**config.mk**
```make
export PLATFORM = sky130hd
export DESIGN_NAME = vga_sync_receiver
export DESIGN_NICKNAME = d
export VERILOG_FILES = /design/src/rtl/vga_sync_receiver.sv
export SDC_FILE = /design/constraint.sdc
export NUM_CORES = 1
export LEC_CHECK = 0
export ABC_AREA = 0
export CAP_MARGIN = 20
export CORE_AREA = 3 3 121 123
export CTS_CLUSTER_DIAMETER = 60
export DETAILED_ROUTE_END_ITERATION = 16
export DIE_AREA = 0 0 124 126
export GPL_TIMING_DRIVEN = 1
export PLACE_DENSITY = 0.51
export SYNTH_ARGS = -nofsm -noshare
export SYNTH_HDL_FRONTEND = slang
export SYNTH_SLANG_ARGS = --single-unit
```
**constraint.sdc**
```tcl
create_clock -name ClkPort -period 4.85 [get_ports ClkPort]
set_input_delay 0.97 -clock ClkPort [delete_from_list [all_inputs] [get_ports ClkPort]]
set_output_delay 0.97 -clock ClkPort [all_outputs]
set_load 0.005 [all_outputs]
```
**src/rtl/vga_sync_receiver.sv**
```systemverilog
// vga_sync_receiver
// Receive side of the VGA timing interface. Samples the asynchronous
// active-low hSync/vSync pins, rebuilds the pixel column / line counters and
// the active-area flag, measures line and frame periods, and runs a small
// SEARCH -> ACQUIRE -> LOCKED tracker that reports lock, loss of lock and
// per-event error pulses.
//
// Timing: each sync pin passes through two synchronizer flops plus one history
// flop for falling-edge detection. Every recovered output therefore trails the
// pin by exactly 3 ClkPort cycles. This lag is not compensated.
//
// All outputs are registered, or decoded directly from the state register, so
// they are clean and hold 0 throughout reset.
module vga_sync_receiver #(
  parameter int CLK_DIV     = 4,
  parameter int H_TOTAL     = 800,
  parameter int V_TOTAL     = 525,
  parameter int H_BP_END    = 144,
  parameter int H_ACT_END   = 784,
  parameter int V_BP_END    = 35,
  parameter int V_ACT_END   = 515,
  parameter int H_TOL       = 2,
  parameter int LOCK_FRAMES = 2
) (
  input  logic       ClkPort,
  input  logic       Reset_n,
  input  logic       hSync,
  input  logic       vSync,
  output logic [9:0] hCount_rx,
  output logic [9:0] vCount_rx,
  output logic       bright_rx,
  output logic       locked,
  output logic       lost,
  output logic       line_err,
  output logic       frame_err,
  output logic [7:0] frame_cnt,
  output logic [1:0] state_dbg
);

  // Nominal line length and the no-edge timeout, both in ClkPort cycles.
  localparam int LINE_CLKS = H_TOTAL * CLK_DIV;
  localparam int TO_CLKS   = 2 * LINE_CLKS;
  // line_clk must be able to hold the saturated timeout value itself.
  localparam int LCW       = $clog2(TO_CLKS + 1);
  localparam int CW        = (CLK_DIV > 1) ? $clog2(CLK_DIV) : 1;

  typedef enum logic [1:0] {
    ST_SEARCH  = 2'd0,
    ST_ACQUIRE = 2'd1,
    ST_LOCKED  = 2'd2
  } state_t;

  // Synchronizer and edge-history flops (idle-high after reset).
  logic h_s1, h_s2, h_s3;
  logic v_s1, v_s2, v_s3;
  logic h_fall, v_fall;

  // Tracker state.
  state_t   state, state_nx;
  logic [3:0] good_cnt, good_cnt_nx;
  logic       armed, armed_nx;
  logic       err_seen, err_seen_nx;

  // Recovered counters.
  logic [CW-1:0]  clk_cnt, clk_nx;
  logic [LCW-1:0] line_clk, line_clk_nx;
  logic [9:0]     h_nx, v_nx;

  // Check results for the current cycle.
  int         line_meas;
  int         line_dev;
  logic       bad_period;
  logic       timeout;
  logic [10:0] lines_at_v;
  logic       frame_bad;
  logic       tracking;
  logic       line_err_nx;
  logic       frame_err_nx;
  logic       any_err;
  logic       good_frame;
  logic       lost_nx;
  logic       bright_nx;
  logic [7:0] frame_cnt_nx;

  // Two-flop synchronizers plus a history flop for falling-edge detection.
  always_ff @(posedge ClkPort or negedge Reset_n) begin
    if (!Reset_n) begin
      h_s1 <= 1'b1;
      h_s2 <= 1'b1;
      h_s3 <= 1'b1;
      v_s1 <= 1'b1;
      v_s2 <= 1'b1;
      v_s3 <= 1'b1;
    end else begin
      h_s1 <= hSync;
      h_s2 <= h_s1;
      h_s3 <= h_s2;
      v_s1 <= vSync;
      v_s2 <= v_s1;
      v_s3 <= v_s2;
    end
  end

  assign h_fall = h_s3 & ~h_s2;
  assign v_fall = v_s3 & ~v_s2;

  // Pixel divider, column/line counters and the line-period counter.
  // hSync restarts the column, vSync restarts the line (and wins on a tie).
  always_comb begin
    clk_nx      = clk_cnt;
    h_nx        = hCount_rx;
    v_nx        = vCount_rx;
    line_clk_nx = line_clk;
    if (h_fall) begin
      clk_nx = '0;
      h_nx   = '0;
      if (vCount_rx != 10'h3FF) v_nx = vCount_rx + 10'd1;
    end else if (clk_cnt == CW'(CLK_DIV - 1)) begin
      clk_nx = '0;
      if (hCount_rx != 10'h3FF) h_nx = hCount_rx + 10'd1;
    end else begin
      clk_nx = clk_cnt + CW'(1);
    end
    if (v_fall) v_nx = '0;
    if (h_fall) begin
      line_clk_nx = '0;
    end else if (line_clk != LCW'(TO_CLKS)) begin
      line_clk_nx = line_clk + LCW'(1);
    end
  end

  // Line/frame checks, the tracker FSM and next values of every output.
  always_comb begin
    // line_clk counts from 0 in the cycle after an edge, so the cycle
    // distance between two edges is line_clk + 1 at the second one.
    line_meas  = int'(line_clk) + 1;
    line_dev   = (line_meas > LINE_CLKS) ? (line_meas - LINE_CLKS)
                                         : (LINE_CLKS - line_meas);
    bad_period = h_fall && armed && (line_dev > H_TOL);
    timeout    = !h_fall && (line_clk == LCW'(TO_CLKS - 1));
    line_err_nx = bad_period || timeout;

    // A vSync edge that coincides with an hSync edge closes the frame with
    // that hSync edge counted as the frame's last line boundary.
    lines_at_v   = {1'b0, vCount_rx} + {10'd0, h_fall};
    frame_bad    = v_fall && (lines_at_v != 11'(V_TOTAL));
    tracking     = (state != ST_SEARCH);
    frame_err_nx = frame_bad && tracking;
    any_err      = line_err_nx || frame_err_nx;
    good_frame   = v_fall && tracking && !frame_bad && !any_err && !err_seen;

    state_nx    = state;
    good_cnt_nx = good_cnt;
    lost_nx     = 1'b0;
    case (state)
      ST_SEARCH: begin
        if (v_fall && !line_err_nx) begin
          state_nx    = ST_ACQUIRE;
          good_cnt_nx = 4'd0;
        end
      end
      ST_ACQUIRE: begin
        if (any_err) begin
          state_nx = ST_SEARCH;
        end else if (good_frame) begin
          good_cnt_nx = good_cnt + 4'd1;
          if (good_cnt_nx == 4'(LOCK_FRAMES)) state_nx = ST_LOCKED;
        end
      end
      ST_LOCKED: begin
        if (any_err) begin
          state_nx = ST_SEARCH;
          lost_nx  = 1'b1;
        end
      end
      default: state_nx = ST_SEARCH;
    endcase

    frame_cnt_nx = good_frame ? (frame_cnt + 8'd1) : frame_cnt;

    // The first edge after dropping to SEARCH (or after a timeout) has no
    // trustworthy previous edge, so the next period measurement is skipped.
    armed_nx = armed;
    if (((state != ST_SEARCH) && (state_nx == ST_SEARCH)) || timeout) begin
      armed_nx = 1'b0;
    end else if (h_fall) begin
      armed_nx = 1'b1;
    end

    err_seen_nx = err_seen;
    if (v_fall) begin
      err_seen_nx = 1'b0;
    end else if (line_err_nx) begin
      err_seen_nx = 1'b1;
    end

    // Bright is decoded from the next counter values so it lines up with them.
    bright_nx = (h_nx >= 10'(H_BP_END)) && (h_nx < 10'(H_ACT_END)) &&
                (v_nx >= 10'(V_BP_END)) && (v_nx < 10'(V_ACT_END)) &&
                (state_nx != ST_SEARCH);
  end

  // State, counters and registered outputs.
  always_ff @(posedge ClkPort or negedge Reset_n) begin
    if (!Reset_n) begin
      state     <= ST_SEARCH;
      good_cnt  <= 4'd0;
      armed     <= 1'b0;
      err_seen  <= 1'b0;
      clk_cnt   <= '0;
      line_clk  <= '0;
      hCount_rx <= 10'd0;
      vCount_rx <= 10'd0;
      bright_rx <= 1'b0;
      lost      <= 1'b0;
      line_err  <= 1'b0;
      frame_err <= 1'b0;
      frame_cnt <= 8'd0;
    end else begin
      state     <= state_nx;
      good_cnt  <= good_cnt_nx;
      armed     <= armed_nx;
      err_seen  <= err_seen_nx;
      clk_cnt   <= clk_nx;
      line_clk  <= line_clk_nx;
      hCount_rx <= h_nx;
      vCount_rx <= v_nx;
      bright_rx <= bright_nx;
      lost      <= lost_nx;
      line_err  <= line_err_nx;
      frame_err <= frame_err_nx;
      frame_cnt <= frame_cnt_nx;
    end
  end

  assign locked    = (state == ST_LOCKED);
  assign state_dbg = state;

endmodule
```
==> results by group <==
Clock tree
  – Clock latency on the worst-skew pair: 0.32 ns
  – Cts-stage hold buffer count: 0
  – CTS Root Cell: clkbuf_16
  – CTS tree: built
  – PostCTS Resize Cnt: 0
  – Post-CTS Setup Inserts: 0
  – Clock sink total: 61
  – Clock H-tree levels: 3
  – Clk slew on worst S/H paths: 0.05 ns
  – Clock buffer depth: 2
  – Total CTS buffers: 9

Pwr
  – P_leak: 1.96 nW
  – Sw Pwr: 480 uW
  – P_int: 1.21 mW
  – Clk pwr share: 43.3%
  – Switching Share: 28.4%
  – Comb power frac: 18.7%
  – Flop pwr share: 38.0%
  – Max VDD drop: 0.000201 V
  – Pwr Density: 338 nW/um2

Drt
  – Initial DRC Count: 157
  – Routed WL per cell: 15.5 um
  – Drt pass-1 iters: 4
  – Detail Route Antenna Nets: 0
  – Vias per cell: 5.29
  – # DRC: 0
  – Post-Route WL: 10,200 um
  – Vias post-DR: 3,485

Worst setup path
  – CP max FO: 12
  – CP endpoint kind: flop
  – Slowest cell delay on critical path: 0.57 ns
  – Crit-path slowest cell: dfrtp_1
  – CP Cell Sequence: ha_1 > nand4_2 > or3_1 > and2_1 > ha_1 > nand2_1 > or3_4 > a2111oi_4 > a22oi_1 > a221oi_2 > a41oi_4 > nor4_4 > buf_4 > mux2_1
  – Critical Path Source Type: flop
  – Crit path top cell by count: ha_1
  – Crit path required time: 5.05 ns
  – Data arrival, critical path: 4.69 ns
  – Kind of critical path: flop to flop

Placement
  – Routability cong.: 0.930
  – Placed cell count: 643
  – HPWL Detailed: 7650 um
  – Post-DP Area: 4650 um2
  – Port bufs: 38

Synth
  – Post-synth top area share: 33.5%
  – Leading area contributor after synthesis: dfrtp_1
  – Post-synthesis register bit count: 61
  – Number of flops mapped to enable cells by yosys: 0
  – Async set-or-reset flop fraction in the synthesized netlist: 100%
  – Most common flop cell mapped by yosys: dfrtp_1
  – Post-synthesis sequential area ratio: 37.4%
  – Avg Inst Size Synth: 9.39 um2
  – Simple-gate share of the synthesized area: 29.1%
  – Largest family of logic cells by synthesized area: simple AND/OR/NAND/NOR gates
  – Netlist Area Pre-Place: 4100 um2
  – Syn_nets: 455
  – Synth Area in XOR/XNOR: 7.04%
  – Synth Area in Adders: 4.27%
  – Complex-gate fraction of the synthesized area: 16.7%
  – Syn. warnings: 0
  – Gate Count Post-Synth: 437
  – Synth cell types: 78
  – Top cells by area, synth: dfrtp_1 34%, nor2_1 4.6%, ha_1 4.3%, dfstp_2 3.8%, xnor2_1 3.8%
  – Post-synthesis mux area share: 1.74%

Global route
  – Vias in the first global route: 3,411
  – Initial antenna violation count: 0
  – Largest net degree at the start of global routing: 34
  – GR Overflow Total: 0
  – First-pass GRT wire length: 17,600 um
  – Global Route Usage Sum: 13.9%

Job
  – Max-Cap Viols: 0

STA
  – RSZ-0062 raised after global routing: false
  – Clock skew: 0.00761 ns
  – Max Transition Viols Final: 0
  – Crit share post-route: 92.5%
  – Tmin final: 4.49 ns
  – Fin Hold WS: 0.354 ns
  – Slew margin rel.: 34.4%
  – Least-Margin Pin Slew: 0.981 ns
  – Setup TNS: 0 ns
  – Fmax: 223 MHz
  – Final setup viols: 0
  – Fin. Hold Viols: 0

Finish
  – Commonest cells after routing, fill and taps aside: 55 x dfrtp_1, 50 x nor2_1, 37 x clkdlybuf4s50_1
  – Ratio of cells with drive above 1 in the final layout: 11.7%
  – Commonest non-fill, non-tap cell in the layout: dfrtp_1
  – Layout fillers: 1,429
  – Area occupied by multi-input gates: 2420 um2
  – Final core utilization: 36.3%
  – Fin nets: 492
  – P&R area growth vs syn: 21.9%
  – FF/Latch Area: 1530 um2
  – Design Area, Final: 5000 um2
  – Non-filler cells, final: 659
  – Diodes inserted: 0

Floorplanning
  – CORE AREA: 13,800 um2
  – Initial core utilization: 29.8%
  – Die height: 126 um
  – Die X: 124 um
  – Top-level I/O count: 39
  – Total die area: 15,600 um2
  – Row count: 43

Min path
  – Hold Path Class: flop to flop

Status
  – Outcome: finished clean
-- critical path: cells and delay by family, from the launching register on --
family	cells	cell delay, ns
simple gates	6	1.49
compound gates	4	1.08
fa+ha+maj	2	0.68
flops	1	0.57
mux	1	0.33
buf+inv	1	0.21
-- area by class of cell --
type                    instances  area share (%)
multi-input cells             346            48.3
flip-flops and latches         61            30.7
well taps                     180            4.50
inverters                       9           0.676
repair buffers                 47            8.86
clock buffers                   9            4.50
clock inverters                 7            2.48
-- cell usage after synthesis (all sizes together), types with 9 or more instances --
master	instances
dfrtp	55
nor2	51
nand2	34
nand3	23
xnor2	18
nand4	15
xor2	15
ha	14
nor4	14
o21ai	13
nor3	12
clkbuf	11
buf	10
a21oi	9
nand2b	9
-- metal layers --
metal | track usage, % | routed length, um
met4 | 6.12 | 283
met2 | 20.8 | 4800
met5 | 0 | 0
met1 | 19.5 | 4670
met3 | 2.69 | 459
-- stage by stage --
stage               total power [mW]  worst slack, ns
CTS                             1.71            0.359
global route                    1.79           0.0173
finish                          1.69            0.364
global placement               0.962            0.490
floorplan                      0.857            0.735
detailed placement             0.967            0.366
-- flip-flops by register name (all words and copies together), names as in the netlist, 2 cells and up --
register	count
line_clk	13
hCount_rx	10
vCount_rx	10
frame_cnt	8
good_cnt	4
clk_cnt	2
state_dbg	2
-- kinds of logic after synthesis --
family	Yosys count
AO/OA/AOI/OAI	80
XOR/XNOR	33
adder cells (fa/ha/maj)	14
buffers and inverters	30
flip-flops	61
multiplexers	7
AND/OR/NAND/NOR	212
-- final timing paths --
check / startpoint / end / slack, ns / depth (start not counted)
setup / recovery: line_clk[0] / frame_cnt[1] / 0.36 / 14
hold / removal: v_s1 / v_s2 / 0.35 / 0
setup reg to reg: line_clk[0] / frame_cnt[1] / 0.36 / 14
hold reg to reg: v_s1 / v_s2 / 0.35 / 0
max in group asynchronous: Reset_n / h_s3 / 3.24 / 2
min in group asynchronous: Reset_n / frame_cnt[6] / 0.71 / 1
-- power by group through the flow --
stage,Sequential (mW),Clock (mW),Combinational [mW]
6_report,0.642,0.731,0.316
5_1_grt,0.653,0.779,0.358
4_1_cts,0.642,0.751,0.319
3_5_place_dp,0.649,0,0.318
3_3_place_gp,0.647,0,0.315
2_1_floorplan,0.618,0,0.239
(Power assumes the default switching activity.)
